File: src/rtl/char_column_sequencer.sv
`default_nettype none
// +----------------------------------------------------------------------------+
// | char_column_sequencer                                                      |
// | Fetches 5x7 glyph bitmaps from the char ROM and streams them as column     |
// | words with trailing blank gap columns; one pending char can be queued.     |
// | Revision: 1.0                                                              |
// +----------------------------------------------------------------------------+
module char_column_sequencer #(
  parameter int ROWS       = 7,
  parameter int COLS       = 5,
  parameter int DATA_WIDTH = 35,
  parameter int GAP_COLS   = 1
) (
  input  logic                  clk,
  input  logic                  rst,
  input  logic                  clear,
  input  logic                  in_valid,
  output logic                  in_ready,
  input  logic [6:0]            in_char,
  output logic [6:0]            rom_addr,
  input  logic [DATA_WIDTH-1:0] rom_data,
  output logic                  col_valid,
  input  logic                  col_ready,
  output logic [ROWS-1:0]       col_data,
  output logic                  col_last,
  output logic                  busy
);

  localparam int c_total_cols = COLS + GAP_COLS;
  localparam int c_idx_w      = $clog2(c_total_cols + 1);
  localparam logic [c_idx_w-1:0] c_last_idx = c_idx_w'(c_total_cols - 1);

  typedef enum logic [1:0] {
    S_IDLE  = 2'd0,
    S_FETCH = 2'd1,
    S_COLS  = 2'd2
  } state_t;

  state_t                r_state;
  logic [6:0]            r_rom_addr;
  logic [DATA_WIDTH-1:0] r_bitmap;
  logic                  r_pend;
  logic [c_idx_w-1:0]    r_idx;

  logic                  w_accept;
  logic [ROWS-1:0]       w_col;

  // in_ready never looks at col_ready, so there is no in_valid->in_ready path
  assign in_ready  = !rst && !clear &&
                     ((r_state == S_IDLE) || ((r_state == S_COLS) && !r_pend));
  assign w_accept  = in_valid && in_ready;
  assign rom_addr  = r_rom_addr;
  assign col_valid = (r_state == S_COLS);
  assign col_last  = (r_state == S_COLS) && (r_idx == c_last_idx);
  assign col_data  = (r_state == S_COLS) ? w_col : '0;
  assign busy      = (r_state != S_IDLE) || r_pend;

  // Top-left pixel is the MSB; gap indices match no glyph column and read zero.
  always_comb begin
    w_col = '0;
    for (int c = 0; c < COLS; c++) begin
      if (r_idx == c_idx_w'(c)) begin
        for (int r = 0; r < ROWS; r++) begin
          w_col[r] = r_bitmap[DATA_WIDTH-1-(COLS*r+c)];
        end
      end
    end
  end

  always_ff @(posedge clk) begin
    if (rst) begin
      r_state    <= S_IDLE;
      r_rom_addr <= '0;
      r_bitmap   <= '0;
      r_pend     <= 1'b0;
      r_idx      <= '0;
    end else if (clear) begin
      r_state <= S_IDLE;
      r_pend  <= 1'b0;
    end else begin
      case (r_state)
        S_IDLE: begin
          if (w_accept) begin
            r_rom_addr <= in_char;
            r_state    <= S_FETCH;
          end
        end
        S_FETCH: begin
          r_bitmap <= rom_data;
          r_idx    <= '0;
          r_state  <= S_COLS;
        end
        S_COLS: begin
          // Bitmap is already latched, so the ROM address is free to move on.
          if (w_accept) begin
            r_rom_addr <= in_char;
            r_pend     <= 1'b1;
          end
          if (col_ready) begin
            if (r_idx == c_last_idx) begin
              r_idx <= '0;
              if (r_pend || w_accept) begin
                r_pend  <= 1'b0;
                r_state <= S_FETCH;
              end else begin
                r_state <= S_IDLE;
              end
            end else begin
              r_idx <= r_idx + 1'b1;
            end
          end
        end
        default: r_state <= S_IDLE;
      endcase
    end
  end

endmodule
`default_nettype wire

File: config.mk
export PLATFORM = sky130hd
export DESIGN_NAME = char_column_sequencer
export DESIGN_NICKNAME = d
export VERILOG_FILES = /design/src/rtl/char_column_sequencer.sv
export SDC_FILE = /design/constraint.sdc
export NUM_CORES = 1
export LEC_CHECK = 0
export ABC_CLOCK_PERIOD_IN_PS = 2300
export BUFFER_PORTS_ARGS = -buffer_cell sky130_fd_sc_hd__buf_2
export CAP_MARGIN = 20
export CORE_MARGIN = 4
export CORE_UTILIZATION = 30
export DETAILED_ROUTE_END_ITERATION = 12
export HOLD_SLACK_MARGIN = 0.08
export SYNTH_ARGS = -nofsm -noshare
export SYNTH_HDL_FRONTEND = slang
export SYNTH_SLANG_ARGS = --single-unit
File: constraint.sdc
create_clock -name clk -period 2.3 [get_ports clk]
set_input_delay 0.46 -clock clk [delete_from_list [all_inputs] [get_ports clk]]
set_output_delay 0.46 -clock clk [all_outputs]
set_load 0.02 [all_outputs]
==> results.md <==
Clock tree:
- The clock network latency to the later pin of the worst-skew pair is 0.30 ns.
- Clock-pin slew was measured on the worst setup and hold paths at 0.09 ns.
- TritonCTS built the clock tree.
- The number of buffers added by the clock tree synthesis step is 5.
- Counting along the longest clock path gives a buffer depth of 2.
- CTS built an H-tree with a depth of 2.
- The cell sitting at the root of the clock tree is a sky130_fd_sc_hd__clkbuf_8.
- The number of sinks handled by clock tree synthesis is 48.

Place:
- Detailed placement finished with a half-perimeter wire length of 3.95 mm.
- At the end of routability-driven placement, the weighted congestion stood at 0.766.
- Counting tap cells, the placed design contains a total of 425 instances.
- OpenSTA, run right after detailed placement, puts the worst setup slack at 0.0961 ns.
- The number of buffers inserted by port buffering is 64.

Power and ir drop:
- The switching power is 365 uW.
- Cell internal power was estimated by the tool at 1.15 mW.
- The design draws 1.52 mW.
- Of the total power, the clock network draws 0.351.
- The peak supply drop is 0.000236 V.
- Dividing total power by cell area gives a power density of 525 mW/mm^2.
- The share of total power dissipated in sequential elements is 0.563.
- In this run the static leakage power is 1.09 nW.
- Of the total power, the share spent switching nets is 0.240.
- Of the total power, combinational logic draws 0.085.

GRT:
- The number of global-route vias before repair was 1,998.
- The number of antenna violations at the first check in global routing is 0.
- For this run the aggregate overflow at the end of global routing stands at 0.
- The global routing usage summed across all routing layers is 0.128.
- The maximum number of pins on one net before global-route repair is 40.
- The first-pass GRT wire length is 9.14 mm.

Timing:
- Setup slack closes at 0.0666 ns.
- Setup violations remaining at the end of the flow were counted as 0.
- The part of the cycle the worst path needs is 0.971.
- Setup repair after global routing could not meet its margin everywhere.
- The max-slew violation total from the final report is 0.
- The worst relative slew slack is 0.721.
- For this run, the top clock speed supported by timing is 448 MHz.
- The minimum clock period after layout is 2.23 ns.
- The hold violation total from the final report is 0.
- For the pin with the worst max-slew slack, the measured transition is 0.419 ns.
- The clock tree skew after final layout is 0.00767 ns.
- The accumulated negative setup slack is 0 ns.

Yosys:
- For this run, the register share of the synthesized area comes to 0.430.
- In this run the cell area of the synthesized design comes to 0.00224 mm^2.
- The flop and latch count out of synthesis is 48.
- The Yosys step of the flow raised 0 warnings.
- The synthesized netlist net count is 324.
- The number of distinct standard cells referenced by the synthesized netlist is 35.
- The mean instance size in the synthesized netlist is 8.25 um^2.
- In the synthesized netlist, the number of instances is 271.

Detailed routing:
- Summed over all layers, the routed wires come to 5.57 mm.
- The average detailed-routed wire length per instance is 12.8 um.
- The routed layout has 2,013 vias.
- The count of nets left with antenna violations once routing finished came out at 0.
- The number of vias per cell after detailed routing is 4.64.
- The number of remaining DRC errors is 0.
- The number of detailed-routing iterations run before antenna repair is 4.
- The DRC marker count from the first detailed-route iteration is 73.

Finish:
- The filler cells instantiated in the layout total 787.
- The library cell used most frequently in the layout, excluding fill and tap cells, is sky130_fd_sc_hd__nand2_1.
- In the final layout, the share of cells above drive strength 1 is 0.340.
- After the flow finishes, the layout carries non-filler instances totaling 434.
- The area growth from synthesis to layout is 29.4%.
- In the layout the commonest cells are 82 x sky130_fd_sc_hd__nand2_1, 57 x sky130_fd_sc_hd__buf_2, 46 x sky130_fd_sc_hd__dfxtp_1.
- In the final design database the tool counted 387 nets.
- 0 antenna diodes ended up in the layout.

Setup path:
- In this design, the largest share of critical-path delay is due to simple AND/OR/NAND/NOR gates.
- STA puts the critical path data required time at 1.84 ns.
- The reg-to-reg endpoint is rom_addr[1].
- On the critical path, the stage with the largest delay is an instance of sky130_fd_sc_hd__dfxtp_1.
- Traced cell by cell, the critical path runs through and2_4, ha_4, nor4b_4, buf_6, a22oi_1, a31oi_2, buf_4.
- On the worst path, the slowest cell contributes a delay of 0.32 ns.
- The setup path with the least slack is of type register to primary output.
- The worst reg2reg path depth is 5.
- The critical path contains buffers and inverters numbering 2 combined.
- STA classifies the critical path endpoint as a primary output.
- At the worst endpoint, the arrival time is 1.77 ns.
- Of all nets on the critical path, the largest fanout is 7.
- STA classifies the critical path startpoint as a register.
- The critical register-to-register path startpoint is r_state[0].
- The setup check on the worst reg-to-reg path leaves a slack of 0.45 ns.

Floorplanning:
- 65 I/O pins were placed.
- The floorplan die height is 94.3 um.
- The initial cell density of the core is 0.308.
- The die is 94.3 um wide.
- The die covers 0.00890 mm^2.
- After floorplanning, the core was sized to cover 0.00725 mm^2.
- Row generation in the floorplan step produced 31 rows.

Flow run:
- Across the run, the number of max-cap violations was 0.

Hold path:
- Counting instances, the worst hold path has a depth of 2.
- The hold path startpoint is in_char[5].
- The worst hold-check path type is input pin to register.
- The endpoint with the worst hold slack is rom_addr[5].

Run status:
- The flow ran to the end, and the final reports show no timing, DRC or antenna violations.
## through the flow
step,utilization,hold WS [ns],area [um^2]
after floorplan,-,0.433,2290
after global placement,0.375,0.440,2720
after detailed placement,0.375,0.447,2720
after CTS,0.395,0.358,2870
after global routing,0.399,0.359,2890
final,0.399,0.370,2890
## power groups by stage
stage,logic [mW],registers (mW),clock network [mW]
2_1_floorplan,0.0607,0.883,0
3_3_place_gp,0.129,0.876,0
3_5_place_dp,0.132,0.876,0
4_1_cts,0.132,0.857,0.556
5_1_grt,0.146,0.858,0.592
6_report,0.130,0.855,0.533
## worst reg2reg max path, delay by kind of cell (launching register included)
kind            cells  cell delay, ns
flops               1            0.41
fa+ha+maj           1            0.32
mux                 1            0.37
buf+inv             1            0.08
compound gates      1            0.31
simple gates        1            0.25
## area by class of cell
type	count	area, um^2	area share
Clock buffer	6	82.6	0.0285
Tap cell	99	124	0.0428
Timing Repair Buffer	74	417	0.144
Multi-Input combinational cell	201	1280	0.441
Inverter	4	15.0	0.00519
Sequential cell	48	966	0.334
Clock inverter	2	13.8	0.00476
## per-layer routing
layer / part of all wire / vias to the layer above / GRT usage
met5: 0 / - / 0
met2: 0.46 / 49 / 0.209
met4: 0.0050 / 0 / 0.0289
li1: - / 1048 / -
met1: 0.46 / 914 / 0.164
met3: 0.076 / 2 / 0.0454
## registers in the layout, indices dropped and copies added (netlist names)
| name | cells |
|---|---|
| rom_addr | 7 |
| r_bitmap | 35 |
| r_pend | 1 |
| r_idx | 3 |
| r_state | 2 |
## synth_stat cells
cell,number,area [um^2]
sky130_fd_sc_hd__or3b_1,2,17.5
sky130_fd_sc_hd__ha_1,6,75.1
sky130_fd_sc_hd__a21oi_2,1,8.76
sky130_fd_sc_hd__nor3_1,1,5.00
sky130_fd_sc_hd__buf_2,10,50.1
sky130_fd_sc_hd__nand4b_1,2,17.5
sky130_fd_sc_hd__nor2b_1,9,56.3
sky130_fd_sc_hd__nor4b_2,1,15.0
sky130_fd_sc_hd__o21a_1,1,7.51
sky130_fd_sc_hd__nor2_2,1,6.26
sky130_fd_sc_hd__o211ai_1,1,7.51
sky130_fd_sc_hd__o21ai_0,2,10.0
sky130_fd_sc_hd__a31oi_1,7,43.8
sky130_fd_sc_hd__a21oi_1,38,190
sky130_fd_sc_hd__nand2b_1,4,25.0
sky130_fd_sc_hd__o31ai_1,1,7.51
sky130_fd_sc_hd__a22oi_1,8,60.1
sky130_fd_sc_hd__o21ai_1,8,40.0
sky130_fd_sc_hd__or2_0,1,6.26
sky130_fd_sc_hd__mux2_2,9,101
sky130_fd_sc_hd__inv_1,4,15.0
sky130_fd_sc_hd__or4b_1,1,10.0
sky130_fd_sc_hd__o211ai_4,1,21.3
sky130_fd_sc_hd__or4_4,1,11.3
sky130_fd_sc_hd__dfxtp_1,48,961
sky130_fd_sc_hd__and3b_1,1,8.76
sky130_fd_sc_hd__buf_4,1,7.51
sky130_fd_sc_hd__and2b_1,2,15.0
sky130_fd_sc_hd__nand2_1,82,308
sky130_fd_sc_hd__mux2i_1,2,20.0
sky130_fd_sc_hd__clkbuf_1,6,22.5
sky130_fd_sc_hd__a2111o_1,1,11.3
sky130_fd_sc_hd__and2_1,2,12.5
sky130_fd_sc_hd__mux2_1,5,56.3
sky130_fd_sc_hd__clkbuf_2,1,5.00
## repair_timing
action / 4_1_cts / 5_1_grt
hold endpoints to repair: 0 / 0
hold buffers: 0 / 0
setup buffers: 1 / 0
gates resized for setup: 13 / 7
setup endpoints to repair: 8 / 7
pin swaps: 4 / 7
gates cloned: 0 / 0
## worst max path at each step
stage / depth (start not counted) / slack [ns] / startpoint / endpoint
global placement: 6 / 0.15 / r_idx[2] / col_data[6]
global route: 7 / -0.02 / r_idx[0] / col_data[5]
detailed placement: 6 / 0.1 / r_idx[2] / col_data[4]
CTS: 7 / 0.02 / r_idx[1] / col_data[4]
floorplan: 7 / 0.04 / r_idx[1] / col_data[0]
finish: 7 / 0.07 / r_idx[0] / col_data[4]
## kinds of logic (layout without fill, tap and decap cells)
logic type,count (synthesis),in the layout,synth area share
fa+ha+maj,6,6,0.0336
compound gates,69,69,0.182
flops,48,48,0.430
mux,16,16,0.0795
buf+inv,22,86,0.0448
simple gates,110,110,0.230
Note: power is estimated with default switching activity, not from simulation.
